`src/rtl/wb_sdram_initiator_pkg.sv`:
```
// Shared encodings for the Wishbone initiator: cycle-type constants, burst type
// and the FSM state set.
package wb_init_pkg;

    localparam logic [2:0] CTI_CLASSIC = 3'b000;
    localparam logic [2:0] CTI_INCR    = 3'b010;
    localparam logic [2:0] CTI_EOB     = 3'b111;
    localparam logic [1:0] BTE_LINEAR  = 2'b00;

    typedef enum logic [1:0] {
        IDLE  = 2'd0,
        FETCH = 2'd1,
        BUS   = 2'd2
    } state_e;

    // Cycle type for a beat: classic for single transfers, end-of-burst on the final beat.
    function automatic logic [2:0] beat_cti(input logic is_burst, input logic is_last);
        if (!is_burst) begin
            return CTI_CLASSIC;
        end
        if (is_last) begin
            return CTI_EOB;
        end
        return CTI_INCR;
    endfunction

endpackage

```
`src/rtl/wb_sdram_initiator_if.sv`:
```
// Request/response stream plus Wishbone master pins of the SDRAM initiator.
// The master modport is the initiator's view; slave is host + controller side.
interface wb_sdram_initiator_if #(
    parameter int AW   = 32,
    parameter int DW   = 32,
    parameter int BL_W = 4
);
    logic              req_valid;
    logic              req_ready;
    logic              req_we;
    logic [AW-1:0]     req_addr;
    logic [DW/8-1:0]   req_sel;
    logic [BL_W-1:0]   req_len;

    logic              wd_valid;
    logic              wd_ready;
    logic [DW-1:0]     wd_data;

    logic              rsp_valid;
    logic [DW-1:0]     rsp_rdata;
    logic              rsp_last;
    logic              rsp_err;

    logic              wb_cyc_o;
    logic              wb_stb_o;
    logic              wb_we_o;
    logic [AW-1:0]     wb_adr_o;
    logic [DW-1:0]     wb_dat_o;
    logic [DW/8-1:0]   wb_sel_o;
    logic [2:0]        wb_cti_o;
    logic [1:0]        wb_bte_o;
    logic              wb_ack_i;
    logic [DW-1:0]     wb_dat_i;

    modport master (
        input  req_valid, req_we, req_addr, req_sel, req_len,
        output req_ready,
        input  wd_valid, wd_data,
        output wd_ready,
        output rsp_valid, rsp_rdata, rsp_last, rsp_err,
        output wb_cyc_o, wb_stb_o, wb_we_o, wb_adr_o, wb_dat_o, wb_sel_o, wb_cti_o, wb_bte_o,
        input  wb_ack_i, wb_dat_i
    );

    modport slave (
        output req_valid, req_we, req_addr, req_sel, req_len,
        input  req_ready,
        output wd_valid, wd_data,
        input  wd_ready,
        input  rsp_valid, rsp_rdata, rsp_last, rsp_err,
        input  wb_cyc_o, wb_stb_o, wb_we_o, wb_adr_o, wb_dat_o, wb_sel_o, wb_cti_o, wb_bte_o,
        output wb_ack_i, wb_dat_i
    );

endinterface

```
`src/rtl/wb_sdram_initiator_addr_gen.sv`:
```
// Burst address/beat tracker: registered Wishbone address and CTI for the current
// beat, plus a last-beat flag derived from the beat counter.
module wb_init_addr_gen
    import wb_init_pkg::*;
#(
    parameter int AW   = 32,
    parameter int DW   = 32,
    parameter int BL_W = 4
) (
    input  logic            clk,
    input  logic            srst,
    input  logic            load_i,
    input  logic [AW-1:0]   load_addr_i,
    input  logic [BL_W-1:0] load_len_i,
    input  logic            step_i,
    output logic [AW-1:0]   adr_o,
    output logic [2:0]      cti_o,
    output logic            last_o
);

    localparam logic [AW-1:0] STEP = AW'(DW / 8);

    logic [AW-1:0]   adr_q, adr_d;
    logic [BL_W-1:0] beat_q, beat_d;
    logic [BL_W-1:0] len_q, len_d;
    logic [2:0]      cti_q, cti_d;

    always_comb begin
        adr_d  = adr_q;
        beat_d = beat_q;
        len_d  = len_q;
        cti_d  = cti_q;
        if (load_i) begin
            adr_d  = load_addr_i;
            beat_d = '0;
            len_d  = load_len_i;
            cti_d  = beat_cti(load_len_i != '0, load_len_i == '0);
        end else if (step_i) begin
            // Address wraps naturally modulo 2**AW; CTI looks ahead to the new beat.
            adr_d  = adr_q + STEP;
            beat_d = beat_q + 1'b1;
            cti_d  = beat_cti(1'b1, beat_d == len_q);
        end
    end

    always_ff @(posedge clk) begin
        if (srst) begin
            adr_q  <= '0;
            beat_q <= '0;
            len_q  <= '0;
            cti_q  <= CTI_CLASSIC;
        end else begin
            adr_q  <= adr_d;
            beat_q <= beat_d;
            len_q  <= len_d;
            cti_q  <= cti_d;
        end
    end

    assign adr_o  = adr_q;
    assign cti_o  = cti_q;
    assign last_o = (beat_q == len_q);

endmodule

```
`src/rtl/wb_sdram_initiator.sv`:
```
// Wishbone B3 initiator turning single/incrementing-burst stream requests into bus cycles.
// Optional ack timeout: define WB_INITIATOR_TIMEOUT_EN.
module wb_sdram_initiator
    import wb_init_pkg::*;
#(
    parameter int AW        = 32,
    parameter int DW        = 32,
    parameter int BL_W      = 4,
    parameter int TO_CYCLES = 1024
) (
    input  logic                  wb_clk_i,
    input  logic                  wb_rst_i,
    wb_sdram_initiator_if.master  bus
);

    if (((DW % 8) != 0) || (TO_CYCLES < 1)) begin : g_param_check
        $error("wb_sdram_initiator: DW must be a multiple of 8 and TO_CYCLES >= 1");
    end

    state_e          state_q, state_d;
    logic            req_ready_q, req_ready_d;
    logic            wd_ready_q, wd_ready_d;
    logic            cyc_q, cyc_d;
    logic            stb_q, stb_d;
    logic            we_q, we_d;
    logic [DW/8-1:0] sel_q, sel_d;
    logic [DW-1:0]   dat_q, dat_d;
    logic            rsp_valid_q, rsp_valid_d;
    logic [DW-1:0]   rsp_rdata_q, rsp_rdata_d;
    logic            rsp_last_q, rsp_last_d;

    logic            accept;
    logic            step;
    logic            last_beat;
    logic            timeout;
    logic [AW-1:0]   adr;
    logic [2:0]      cti;

    wb_init_addr_gen #(
        .AW   (AW),
        .DW   (DW),
        .BL_W (BL_W)
    ) u_addr_gen (
        .clk         (wb_clk_i),
        .srst        (wb_rst_i),
        .load_i      (accept),
        .load_addr_i (bus.req_addr),
        .load_len_i  (bus.req_len),
        .step_i      (step),
        .adr_o       (adr),
        .cti_o       (cti),
        .last_o      (last_beat)
    );

`ifdef WB_INITIATOR_TIMEOUT_EN
    localparam int TO_W = $clog2(TO_CYCLES + 1);

    logic [TO_W-1:0] to_cnt_q, to_cnt_d;
    logic            rsp_err_q;

    // Counts stalled strobe cycles; the TO_CYCLES-th stall aborts the transfer.
    assign timeout  = (state_q == BUS) && stb_q && !bus.wb_ack_i
                      && (to_cnt_q == TO_W'(TO_CYCLES - 1));
    assign to_cnt_d = ((state_q == BUS) && !bus.wb_ack_i && !timeout) ? to_cnt_q + 1'b1 : '0;

    always_ff @(posedge wb_clk_i) begin
        if (wb_rst_i) begin
            to_cnt_q  <= '0;
            rsp_err_q <= 1'b0;
        end else begin
            to_cnt_q  <= to_cnt_d;
            rsp_err_q <= timeout;
        end
    end

    assign bus.rsp_err = rsp_err_q;
`else
    assign timeout     = 1'b0;
    assign bus.rsp_err = 1'b0;
`endif

    always_comb begin
        state_d     = state_q;
        accept      = 1'b0;
        step        = 1'b0;
        we_d        = we_q;
        sel_d       = sel_q;
        dat_d       = dat_q;
        rsp_valid_d = 1'b0;
        rsp_rdata_d = '0;
        rsp_last_d  = 1'b0;

        case (state_q)
            IDLE: begin
                if (bus.req_valid && req_ready_q) begin
                    accept  = 1'b1;
                    we_d    = bus.req_we;
                    sel_d   = bus.req_sel;
                    state_d = bus.req_we ? FETCH : BUS;
                end
            end
            FETCH: begin
                if (bus.wd_valid && wd_ready_q) begin
                    dat_d   = bus.wd_data;
                    state_d = BUS;
                end
            end
            BUS: begin
                if (stb_q && bus.wb_ack_i) begin
                    rsp_valid_d = 1'b1;
                    rsp_rdata_d = we_q ? '0 : bus.wb_dat_i;
                    rsp_last_d  = last_beat;
                    if (last_beat) begin
                        state_d = IDLE;
                    end else begin
                        step    = 1'b1;
                        state_d = we_q ? FETCH : BUS;
                    end
                end else if (timeout) begin
                    rsp_valid_d = 1'b1;
                    rsp_last_d  = 1'b1;
                    state_d     = IDLE;
                end
            end
            default: state_d = IDLE;
        endcase

        // Bus and handshake outputs follow the next state so they are registered.
        req_ready_d = (state_d == IDLE);
        wd_ready_d  = (state_d == FETCH);
        cyc_d       = (state_d != IDLE);
        stb_d       = (state_d == BUS);
    end

    always_ff @(posedge wb_clk_i) begin
        if (wb_rst_i) begin
            state_q     <= IDLE;
            req_ready_q <= 1'b0;
            wd_ready_q  <= 1'b0;
            cyc_q       <= 1'b0;
            stb_q       <= 1'b0;
            we_q        <= 1'b0;
            sel_q       <= '0;
            dat_q       <= '0;
            rsp_valid_q <= 1'b0;
            rsp_rdata_q <= '0;
            rsp_last_q  <= 1'b0;
        end else begin
            state_q     <= state_d;
            req_ready_q <= req_ready_d;
            wd_ready_q  <= wd_ready_d;
            cyc_q       <= cyc_d;
            stb_q       <= stb_d;
            we_q        <= we_d;
            sel_q       <= sel_d;
            dat_q       <= dat_d;
            rsp_valid_q <= rsp_valid_d;
            rsp_rdata_q <= rsp_rdata_d;
            rsp_last_q  <= rsp_last_d;
        end
    end

    assign bus.req_ready = req_ready_q;
    assign bus.wd_ready  = wd_ready_q;
    assign bus.rsp_valid = rsp_valid_q;
    assign bus.rsp_rdata = rsp_rdata_q;
    assign bus.rsp_last  = rsp_last_q;
    assign bus.wb_cyc_o  = cyc_q;
    assign bus.wb_stb_o  = stb_q;
    assign bus.wb_we_o   = we_q;
    assign bus.wb_adr_o  = adr;
    assign bus.wb_dat_o  = dat_q;
    assign bus.wb_sel_o  = sel_q;
    assign bus.wb_cti_o  = cti;
    assign bus.wb_bte_o  = BTE_LINEAR;

endmodule

```
`src/flat_wrapper.sv`:
```
// flat-port wrapper written by rule: the top's interface ports become plain ports
module wb_sdram_initiator_flat import wb_init_pkg::*;
#(
    parameter int AW        = 32,
    parameter int DW        = 32,
    parameter int BL_W      = 4,
    parameter int TO_CYCLES = 1024
)
  (wb_clk_i, wb_rst_i, bus_req_valid, bus_req_we, bus_req_addr, bus_req_sel, bus_req_len, bus_req_ready, bus_wd_valid, bus_wd_data, bus_wd_ready, bus_rsp_valid, bus_rsp_rdata, bus_rsp_last, bus_rsp_err, bus_wb_cyc_o, bus_wb_stb_o, bus_wb_we_o, bus_wb_adr_o, bus_wb_dat_o, bus_wb_sel_o, bus_wb_cti_o, bus_wb_bte_o, bus_wb_ack_i, bus_wb_dat_i);
  wb_sdram_initiator_if #(.AW(AW), .DW(DW), .BL_W(BL_W)) bus_i ();
  input  logic wb_clk_i;
  input  logic wb_rst_i;
  input wire logic [$bits(bus_i.req_valid)-1:0] bus_req_valid;
  input wire logic [$bits(bus_i.req_we)-1:0] bus_req_we;
  input wire logic [$bits(bus_i.req_addr)-1:0] bus_req_addr;
  input wire logic [$bits(bus_i.req_sel)-1:0] bus_req_sel;
  input wire logic [$bits(bus_i.req_len)-1:0] bus_req_len;
  output wire logic [$bits(bus_i.req_ready)-1:0] bus_req_ready;
  input wire logic [$bits(bus_i.wd_valid)-1:0] bus_wd_valid;
  input wire logic [$bits(bus_i.wd_data)-1:0] bus_wd_data;
  output wire logic [$bits(bus_i.wd_ready)-1:0] bus_wd_ready;
  output wire logic [$bits(bus_i.rsp_valid)-1:0] bus_rsp_valid;
  output wire logic [$bits(bus_i.rsp_rdata)-1:0] bus_rsp_rdata;
  output wire logic [$bits(bus_i.rsp_last)-1:0] bus_rsp_last;
  output wire logic [$bits(bus_i.rsp_err)-1:0] bus_rsp_err;
  output wire logic [$bits(bus_i.wb_cyc_o)-1:0] bus_wb_cyc_o;
  output wire logic [$bits(bus_i.wb_stb_o)-1:0] bus_wb_stb_o;
  output wire logic [$bits(bus_i.wb_we_o)-1:0] bus_wb_we_o;
  output wire logic [$bits(bus_i.wb_adr_o)-1:0] bus_wb_adr_o;
  output wire logic [$bits(bus_i.wb_dat_o)-1:0] bus_wb_dat_o;
  output wire logic [$bits(bus_i.wb_sel_o)-1:0] bus_wb_sel_o;
  output wire logic [$bits(bus_i.wb_cti_o)-1:0] bus_wb_cti_o;
  output wire logic [$bits(bus_i.wb_bte_o)-1:0] bus_wb_bte_o;
  input wire logic [$bits(bus_i.wb_ack_i)-1:0] bus_wb_ack_i;
  input wire logic [$bits(bus_i.wb_dat_i)-1:0] bus_wb_dat_i;
  assign bus_i.req_valid = bus_req_valid;
  assign bus_i.req_we = bus_req_we;
  assign bus_i.req_addr = bus_req_addr;
  assign bus_i.req_sel = bus_req_sel;
  assign bus_i.req_len = bus_req_len;
  assign bus_req_ready = bus_i.req_ready;
  assign bus_i.wd_valid = bus_wd_valid;
  assign bus_i.wd_data = bus_wd_data;
  assign bus_wd_ready = bus_i.wd_ready;
  assign bus_rsp_valid = bus_i.rsp_valid;
  assign bus_rsp_rdata = bus_i.rsp_rdata;
  assign bus_rsp_last = bus_i.rsp_last;
  assign bus_rsp_err = bus_i.rsp_err;
  assign bus_wb_cyc_o = bus_i.wb_cyc_o;
  assign bus_wb_stb_o = bus_i.wb_stb_o;
  assign bus_wb_we_o = bus_i.wb_we_o;
  assign bus_wb_adr_o = bus_i.wb_adr_o;
  assign bus_wb_dat_o = bus_i.wb_dat_o;
  assign bus_wb_sel_o = bus_i.wb_sel_o;
  assign bus_wb_cti_o = bus_i.wb_cti_o;
  assign bus_wb_bte_o = bus_i.wb_bte_o;
  assign bus_i.wb_ack_i = bus_wb_ack_i;
  assign bus_i.wb_dat_i = bus_wb_dat_i;
  wb_sdram_initiator #(.AW(AW), .DW(DW), .BL_W(BL_W), .TO_CYCLES(TO_CYCLES)) u_core (.wb_clk_i(wb_clk_i), .wb_rst_i(wb_rst_i), .bus(bus_i));
endmodule
```
`config.mk`:
```
export PLATFORM = sky130hd
export DESIGN_NAME = wb_sdram_initiator_flat
export DESIGN_NICKNAME = d
export VERILOG_FILES = /design/src/rtl/wb_sdram_initiator_pkg.sv /design/src/rtl/wb_sdram_initiator_if.sv /design/src/rtl/wb_sdram_initiator_addr_gen.sv /design/src/rtl/wb_sdram_initiator.sv /design/src/flat_wrapper.sv
export SDC_FILE = /design/constraint.sdc
export NUM_CORES = 1
export LEC_CHECK = 0
export BUFFER_PORTS_ARGS = -buffer_cell sky130_fd_sc_hd__buf_2
export CORE_UTILIZATION = 30
export CTS_CLUSTER_DIAMETER = 40
export DETAILED_ROUTE_END_ITERATION = 8
export HOLD_SLACK_MARGIN = 0.08
export PLACE_DENSITY = 0.56
export SLEW_MARGIN = 20
export SYNTH_ARGS = -nofsm -noshare
export SYNTH_HDL_FRONTEND = slang
export SYNTH_SLANG_ARGS = --single-unit
```
`constraint.sdc`:
```
create_clock -name wb_clk_i -period 2.95 [get_ports wb_clk_i]
set_input_delay 0.295 -clock wb_clk_i [delete_from_list [all_inputs] [get_ports wb_clk_i]]
set_output_delay 0.295 -clock wb_clk_i [all_outputs]
set_load 0.01 [all_outputs]
```
==> impl_metrics.json, run 1 <==
{
  "regToRegStartpoint": "u_core.u_addr_gen.beat_q[2]",
  "critical_path_required_ns": 3.26,
  "wire_length_per_cell_after_detailed_routing_um": 14.3,
  "status": "complete, no violations",
  "netlist_area_um2": 4660,
  "h_tree_levels": 4,
  "clock-sinks": 119,
  "crit_path_start_kind": "flop",
  "drc": 0,
  "rsz_0062_raised_after_global_routing": "false",
  "post_layout_nonfiller_instances": 984,
  "globalRoute.busiestLayer": "met2",
  "dieArea_um2": 16000,
  "syn_inst": 537,
  "detailedPlacementHpwl_mm": 10.0,
  "detail_route.first_pass.iterations": 6,
  "synth-seq-area-share_pct": 51.2,
  "worst_min_delay_path_class": "in2reg",
  "timing.critical_path.to_type": "flop",
  "cts.repair_timing.setup_buffer_count": 0,
  "p_seq_share_pct": 40.4,
  "worst_setup_hold_path_clk_slew_ns": 0.06,
  "grt_start_max_net_pins": 52,
  "timing.critical_path.fanout_max": 11,
  "worst_r2r_end": "u_core.u_addr_gen.adr_o[22]",
  "initial_core_util_pct": 30.6,
  "rows": 45,
  "final_period_minus_worst_setup_slack_ns": 2.36,
  "netSwitchingFraction_pct": 25.0,
  "setup_viol": 0,
  "slew_viol_final": 0,
  "timing.reg2reg.worst_path_depth": 5,
  "die_height_um": 127,
  "globalRouteOverflowTotal": 0,
  "internal-power_mw": 3.28,
  "grt_first_pass_wirelength_mm": 22.1,
  "synth_warnings": 0,
  "total_i_o_pin_count": 223,
  "final_antenna_net_count": 0,
  "groute.layer.met1.usage_pct": 20.1,
  "post_detailed_routing_wire_length_mm": 14.1,
  "ys_types": 51,
  "antenna_found_initial": 0,
  "layout_cell_share_with_drive_strength_beyond_1_pct": 33.8,
  "cts_tree": "yes",
  "via_count_of_the_first_global_routing_pass": 4505,
  "detailedRoute.firstIterationViolations": 205,
  "max-cap-violations": 0,
  "power.static_leakage_nw": 3.06,
  "synth_edf_count": 0,
  "report.power.total_mw": 4.37,
  "design.core.area_um2": 15200,
  "synth-main-ff-cell": "sky130_fd_sc_hd__dfxtp_1",
  "place_inst": 919,
  "combinationalPowerShare_pct": 10.3,
  "final.period_utilization_pct": 79.8,
  "use_met3_pct": 4.77,
  "peakVddDrop_uv": 378,
  "place.port_buffers": 219,
  "setup_slack_ns": 0.594,
  "detail_route.vias_per_cell": 4.76,
  "total_via_count_in_the_routed_design": 4679,
  "finalHoldViolations": 0,
  "ctsRootBufferMaster": "sky130_fd_sc_hd__clkbuf_16",
  "worst_slew_pin_slew_ns": 0.872,
  "synthArstFlopShare_pct": 0,
  "insertion_delay_ns": 0.42,
  "layout-area-overhead-vs-synth_pct": 47.9,
  "pre_cts_ws_ns": 0.645,
  "worst-setup-path-type": "reg2reg",
  "critical_path_at_ns": 2.66,
  "postSynthAreaPerCell_um2": 8.67,
  "global_route_usage_sum_pct": 17.7,
  "max-slew-margin-rel_pct": 41.3,
  "worst_setup_path_startpoint": "u_core.u_addr_gen.beat_q[2]",
  "final_net_count": 894,
  "die_width_um": 127,
  "cts_buffers": 17,
  "p_switching_mw": 1.09,
  "worst_hold_startpoint": "bus_req_addr[0]",
  "fin_skew_ns": 0.00852,
  "power.density_cell_area_nw_per_um2": 635,
  "clk_path_buf_depth": 2,
  "finalWeightedCongestion": 0.775,
  "max_clock_freq_ghz": 0.425,
  "clockPowerShare_pct": 49.3,
  "flop_and_latch_count_out_of_synthesis": 119,
  "setup-tns-final_ns": 0,
  "regToRegSetupSlack_ns": 0.59,
  "timing.critical_path.to": "u_core.u_addr_gen.adr_o[22]",
  "grt_use_met2_pct": 30.7
}
==> worst max-delay path: stages (launching register included) <==
cell and delay (ns):
sky130_fd_sc_hd__dfxtp_1 0.38, sky130_fd_sc_hd__xor2_1 0.36, sky130_fd_sc_hd__o41a_1 0.53, sky130_fd_sc_hd__nand4_1 0.32
sky130_fd_sc_hd__or3_1 0.38, sky130_fd_sc_hd__a311oi_1 0.29
==> cells in the final DEF, fill, tap and decap left out, types with 2 or more instances in the layout <==
cell                            netlist  layout
sky130_fd_sc_hd__nor3_1               8       7
sky130_fd_sc_hd__nor4_1              12      12
sky130_fd_sc_hd__nand2_1            100     100
sky130_fd_sc_hd__buf_4                4       9
sky130_fd_sc_hd__and2_1              35      35
sky130_fd_sc_hd__and3_1               7       7
sky130_fd_sc_hd__or3_1                8       8
sky130_fd_sc_hd__a21o_1               2       2
sky130_fd_sc_hd__o21a_1               2       2
sky130_fd_sc_hd__a21oi_1             49      49
sky130_fd_sc_hd__dfxtp_1            119     119
sky130_fd_sc_hd__clkinvlp_4           0       4
sky130_fd_sc_hd__bufinv_16            0       3
sky130_fd_sc_hd__xor2_1              13      13
sky130_fd_sc_hd__nand4_1             15      15
sky130_fd_sc_hd__a211oi_1            15      15
sky130_fd_sc_hd__inv_6                0       4
sky130_fd_sc_hd__inv_1                3       3
sky130_fd_sc_hd__nor2_1              39      39
sky130_fd_sc_hd__mux2i_1              2       2
sky130_fd_sc_hd__dlygate4sd3_1        0      32
sky130_fd_sc_hd__buf_2                1     219
sky130_fd_sc_hd__conb_1               1       3
sky130_fd_sc_hd__o21ai_0              7       7
sky130_fd_sc_hd__nand3_1             13      12
sky130_fd_sc_hd__xnor2_1             10      10
sky130_fd_sc_hd__a31oi_1              2       2
sky130_fd_sc_hd__clkbuf_8             0       2
sky130_fd_sc_hd__ha_1                 2       2
sky130_fd_sc_hd__clkbuf_16            0      17
sky130_fd_sc_hd__a311oi_1            11      11
==> power by group through the flow <==
stage	sequential [mW]	combinational, mW	clock [mW]
floorplan	1.81	0.191	0
global placement	1.79	0.415	0
detailed placement	1.80	0.418	0
CTS	1.76	0.454	2.21
global route	1.78	0.496	2.28
finish	1.77	0.450	2.15
==> layer usage <==
layer  share of wire (%)  vias up  routed length (um)
met5                   0        -                   0
met3                 4.7       22                 657
li1                    -     2352                   -
met2                  50      150                7070
met4                 2.3        0                 317
met1                  43     2155                6030
==> what timing repair did <==
item | in CTS | in global routing
hold buffers | 32 | 0
gates resized for setup | 0 | 0
hold endpoints to repair | 32 | 0
==> area by class of cell <==
cell class	instances	area [um^2]
fillers	1530	8320
flip-flops and latches	119	2380
clock buffers	19	453
diodes	1	2.50
repair buffers	261	1500
clock inverters	13	169
well taps	188	235
inverters	4	15.0
multi-input cells	379	2120
==> synth_stat cells (all sizes together), types with 2 or more instances <==
library cell	instances	share of area, %
a211oi	15	2.4
a21o	2	0.32
a21oi	49	5.3
a311oi	11	2.1
a31oi	2	0.27
and2	35	4.7
and3	8	1.1
buf	7	0.91
clkbuf	30	2.4
dfxtp	119	51
ha	2	0.54
inv	3	0.24
mux2i	2	0.43
nand2	100	8.1
nand3	13	1.4
nand4	16	2.3
nor2	39	3.1
nor2b	2	0.27
nor3	8	0.86
nor4	12	1.6
o21a	2	0.32
o21ai	8	0.86
o41ai	2	0.54
or3	9	1.3
or4	2	0.40
xnor2	10	1.9
xor2	13	2.4
==> cells by family after synthesis <==
kind of cell    Yosys count  share of synthesized area (%)
simple gates            251                           26.4
flops                   119                           51.2
compound gates           98                           13.4
buf+inv                  41                           3.65
xor+xnor                 23                           4.33
fa+ha+maj                 2                          0.537
mux                       2                          0.430
other cells               1                         0.0805
==> how the worst min path moves through the flow <==
| stage | slack [ns] | cells after the start | endpoint |
|---|---|---|---|
| 6_report | 0.12 | 3 | u_core.u_addr_gen.adr_o[0] |
| 4_1_cts | 0.1 | 3 | u_core.bus.wb_sel_o[0] |
| 3_5_place_dp | 0.45 | 2 | u_core.bus.wb_dat_o[26] |
| 2_1_floorplan | 0.37 | 1 | u_core.state_q[1] |
| 3_3_place_gp | 0.44 | 2 | u_core.bus.wb_dat_o[22] |
| 5_1_grt | 0.11 | 3 | u_core.bus.wb_sel_o[0] |
==> per-stage QoR <==
stage	hold WS, ns	util (%)	cell area, um^2
after global placement	0.438	39.1	5940
after detailed placement	0.446	39.1	5940
after CTS	0.0986	45.3	6880
after global routing	0.106	45.3	6880
after floorplan	0.372	-	4660
final	0.120	45.3	6890
==> state kept, by name, indices dropped and copies added, names as in the netlist <==
| register | flops |
|---|---|
| u_core.bus.wd_ready | 1 |
| u_core.bus.wb_we_o | 1 |
| u_core.u_addr_gen.beat_q | 4 |
| u_core.bus.rsp_valid | 1 |
| u_core.state_q | 2 |
| u_core.u_addr_gen.adr_o | 32 |
| u_core.bus.req_ready | 1 |
| u_core.bus.rsp_rdata | 32 |
| u_core.bus.wb_dat_o | 32 |
| u_core.bus.wb_sel_o | 4 |
| u_core.u_addr_gen.cti_o | 2 |
| u_core.bus.wb_cyc_o | 1 |
| u_core.u_addr_gen.len_q | 4 |
| u_core.bus.rsp_last | 1 |
| u_core.bus.wb_stb_o | 1 |
(Power assumes the default switching activity.)
==> run 2, diff against run 1 <==
ABC_AREA = 1   (was default)
clock period = 2 ns   (was 2.95 ns; I/O delays follow)
==> run 2 against run 1 <==
Total power increased by 51%. Die area is 17% higher. Global-route usage is 1.4 points higher. Combinational power up 79%. Clock-buffer cell count down 1. Wire length is 26% higher.
==> impl_metrics.json, run 2 <==
{
  "final.period_utilization_pct": 84.3,
  "finalHoldViolations": 0,
  "timing.critical_path.to_type": "flop",
  "power.static_leakage_nw": 4.01,
  "clk_path_buf_depth": 2,
  "commonest_cells_after_routing_fill_and_taps_aside": "219 x sky130_fd_sc_hd__buf_2, 201 x sky130_fd_sc_hd__nor2_1, 148 x sky130_fd_sc_hd__nand2_1",
  "finalWeightedCongestion": 0.853,
  "final-seq-area_um2": 2380,
  "detail_route.vias_per_cell": 4.40,
  "place.port_buffers": 219,
  "power.density_cell_area_nw_per_um2": 809,
  "die_height_um": 137,
  "critical_path.cell_chain": "nand2_1, nor2_4, nand2_4, nand2_4, nand2_1, nor2_1, nor2_1, nor2_1",
  "inserted_diodes": 0,
  "netlist.top_cell.by_area": "sky130_fd_sc_hd__dfxtp_1",
  "cts.repair_timing.setup_buffer_count": 0,
  "dieArea_um2": 18800,
  "total_via_count_in_the_routed_design": 5856,
  "rsz_0062_raised_after_global_routing": "false",
  "die_width_um": 137,
  "worst_path_most_repeated_cell": "sky130_fd_sc_hd__nor2_1",
  "synth_commonest_cells": "201 x sky130_fd_sc_hd__nor2_1, 148 x sky130_fd_sc_hd__nand2_1, 119 x sky130_fd_sc_hd__dfxtp_1",
  "multi_input_area_um2": 2570,
  "antenna_found_initial": 1,
  "detailedPlacementHpwl_mm": 12.4,
  "max_clock_freq_ghz": 0.593,
  "netlist_area_um2": 5480,
  "synthArstFlopShare_pct": 0,
  "ctsRootBufferMaster": "sky130_fd_sc_hd__clkbuf_16",
  "wire_length_per_cell_after_detailed_routing_um": 13.3,
  "post_cts_sizing_count": 0,
  "adder_cell_share_of_the_synthesized_area_pct": 0.457,
  "yosys-top-cells-area": "sky130_fd_sc_hd__dfxtp_1 44%, sky130_fd_sc_hd__nor2_1 14%, sky130_fd_sc_hd__nand2_1 10%",
  "synth_edf_count": 0,
  "share_of_synthesized_cell_area_in_and_or_nand_and_nor_gates_pct": 34.9,
  "flop_and_latch_count_out_of_synthesis": 119,
  "cpPeakStageDelay_ns": 0.38,
  "postSynthAreaPerCell_um2": 6.85,
  "layout_cell_share_with_drive_strength_beyond_1_pct": 27.5,
  "worst_setup_hold_path_clk_slew_ns": 0.06,
  "place_inst": 1228,
  "peakVddDrop_uv": 621,
  "detailedRoute.firstIterationViolations": 291,
  "worst_min_delay_path_class": "in2reg",
  "regToRegSetupSlack_ns": 0.31,
  "ys_types": 34,
  "drc": 0,
  "setup_viol": 0,
  "slew_viol_final": 0,
  "post-synth-top-count-cell": "sky130_fd_sc_hd__nor2_1",
  "layout-area-overhead-vs-synth_pct": 48.4,
  "critical_path_required_ns": 2.35,
  "layout.cells.most_common": "sky130_fd_sc_hd__buf_2",
  "syn_inst": 800,
  "final_antenna_net_count": 0,
  "synth_warnings": 0,
  "rows": 49,
  "critical_path_at_ns": 2.04,
  "synth-seq-area-share_pct": 43.5,
  "fin_skew_ns": 0.00857,
  "clock-sinks": 119,
  "synth-main-ff-cell": "sky130_fd_sc_hd__dfxtp_1",
  "synth_top_family_by_area": "simple AND/OR/NAND/NOR gates",
  "post_layout_nonfiller_instances": 1332,
  "cts_tree": "yes",
  "fillerInstances": 1840,
  "h_tree_levels": 4,
  "post-synth-top-area-fraction_pct": 43.5,
  "initial_core_util_pct": 30.6,
  "max-cap-violations": 0,
  "synth-compound-area-share_pct": 9.64,
  "post_detailed_routing_wire_length_mm": 17.7,
  "crit_path_start_kind": "flop",
  "final_period_minus_worst_setup_slack_ns": 1.69,
  "via_count_of_the_first_global_routing_pass": 5562,
  "worst-setup-path-type": "reg2reg",
  "status": "complete, no violations",
  "total_i_o_pin_count": 223,
  "global_route_usage_sum_pct": 19.1,
  "cts_buffers": 17,
  "globalRouteOverflowTotal": 0,
  "design.core.area_um2": 17900,
  "grt_start_max_net_pins": 47,
  "detail_route.first_pass.iterations": 4,
  "post_synth_mux_area_share_pct": 0.366,
  "insertion_delay_ns": 0.42,
  "worst_path_cell_with_the_longest_stage_delay": "sky130_fd_sc_hd__dfxtp_1",
  "xor_xnor_portion_of_the_synthesized_cell_area_pct": 1.28,
  "setup-tns-final_ns": 0,
  "final_net_count": 1204,
  "grt_first_pass_wirelength_mm": 27.6,
  "timing.critical_path.fanout_max": 24
}
run 2: cell count changes after synthesis, sizes merged, moves of 12 or more:
cell,previous run,this run
nand4,16,3
nand2,100,158
o21ai,8,64
buf,7,24
nand3,13,49
nor2,39,213
nor4,12,0
and2,35,0
a211oi,15,0
inv,3,86
clkbuf,30,13
a21oi,49,35
run 2: worst max-delay path, delay by kind of cell (launching register included):
| family | cells | cell delay (ns) |
|---|---|---|
| and+or+nand+nor | 8 | 1.23 |
| DFF | 1 | 0.38 |
run 2: layer usage:
layer / part of all wire, % / track usage (%) / up-vias
met5: 0.057 / 0 / -
met4: 1.7 / 7.20 / 2
met3: 7.3 / 5.22 / 26
met2: 47 / 31.5 / 202
met1: 44 / 23.5 / 2566
li1: - / - / 3060
run 2: cell type report:
class	count	share of cell area [%]
flip-flops and latches	119	29.3
clock inverters	12	2.20
clock buffers	18	5.40
multi-input cells	560	31.6
well taps	229	3.52
repair buffers	308	24.0
inverters	86	3.97
run 2: power breakdown:
| group | internal (mW) | total, mW | switching [mW] |
|---|---|---|---|
| logic | 0.379 | 0.807 | 0.427 |
| registers | 2.46 | 2.54 | 0.0853 |
| clock network | 2.10 | 3.23 | 1.13 |
run 2: logic make-up (layout without fill, tap and decap cells):
kind of cell,Yosys count,after routing
AOI/OAI and AO/OA,102,102
xor gates and xnor gates,8,8
adders and majority gates,2,2
buffers and inverters,123,424
DFF,119,119
muxes,2,2
other,1,3
and+or+nand+nor,443,443
run 2: final timing paths:
check                                      to                       start  cells past startpoint
setup / recovery  u_core.u_addr_gen.adr_o[22]           u_core.state_q[1]                      8
hold / removal     u_core.u_addr_gen.adr_o[2]             bus_req_addr[2]                      3
setup reg to reg  u_core.u_addr_gen.adr_o[22]           u_core.state_q[1]                      8
hold reg to reg    u_core.u_addr_gen.cti_o[1]  u_core.u_addr_gen.cti_o[1]                      2
run 2: through the flow:
stage	power, mW	hold WS (ns)	utilization [%]	cell area [um^2]	worst slack (ns)
6_report	6.58	0.0952	45.4	8130	0.314
5_1_grt	6.84	0.106	45.4	8130	0.116
4_1_cts	6.65	0.0810	45.4	8130	0.308
3_5_place_dp	3.29	0.418	37.8	6770	0.316
3_3_place_gp	3.28	0.414	37.8	6770	0.353
2_1_floorplan	3.00	0.312	-	5480	0.469
run 2: what timing repair did:
action / CTS / global route
endpoints found under the setup margin: 0 / 0
hold endpoints to repair: 74 / 0
hold buffers: 74 / 0
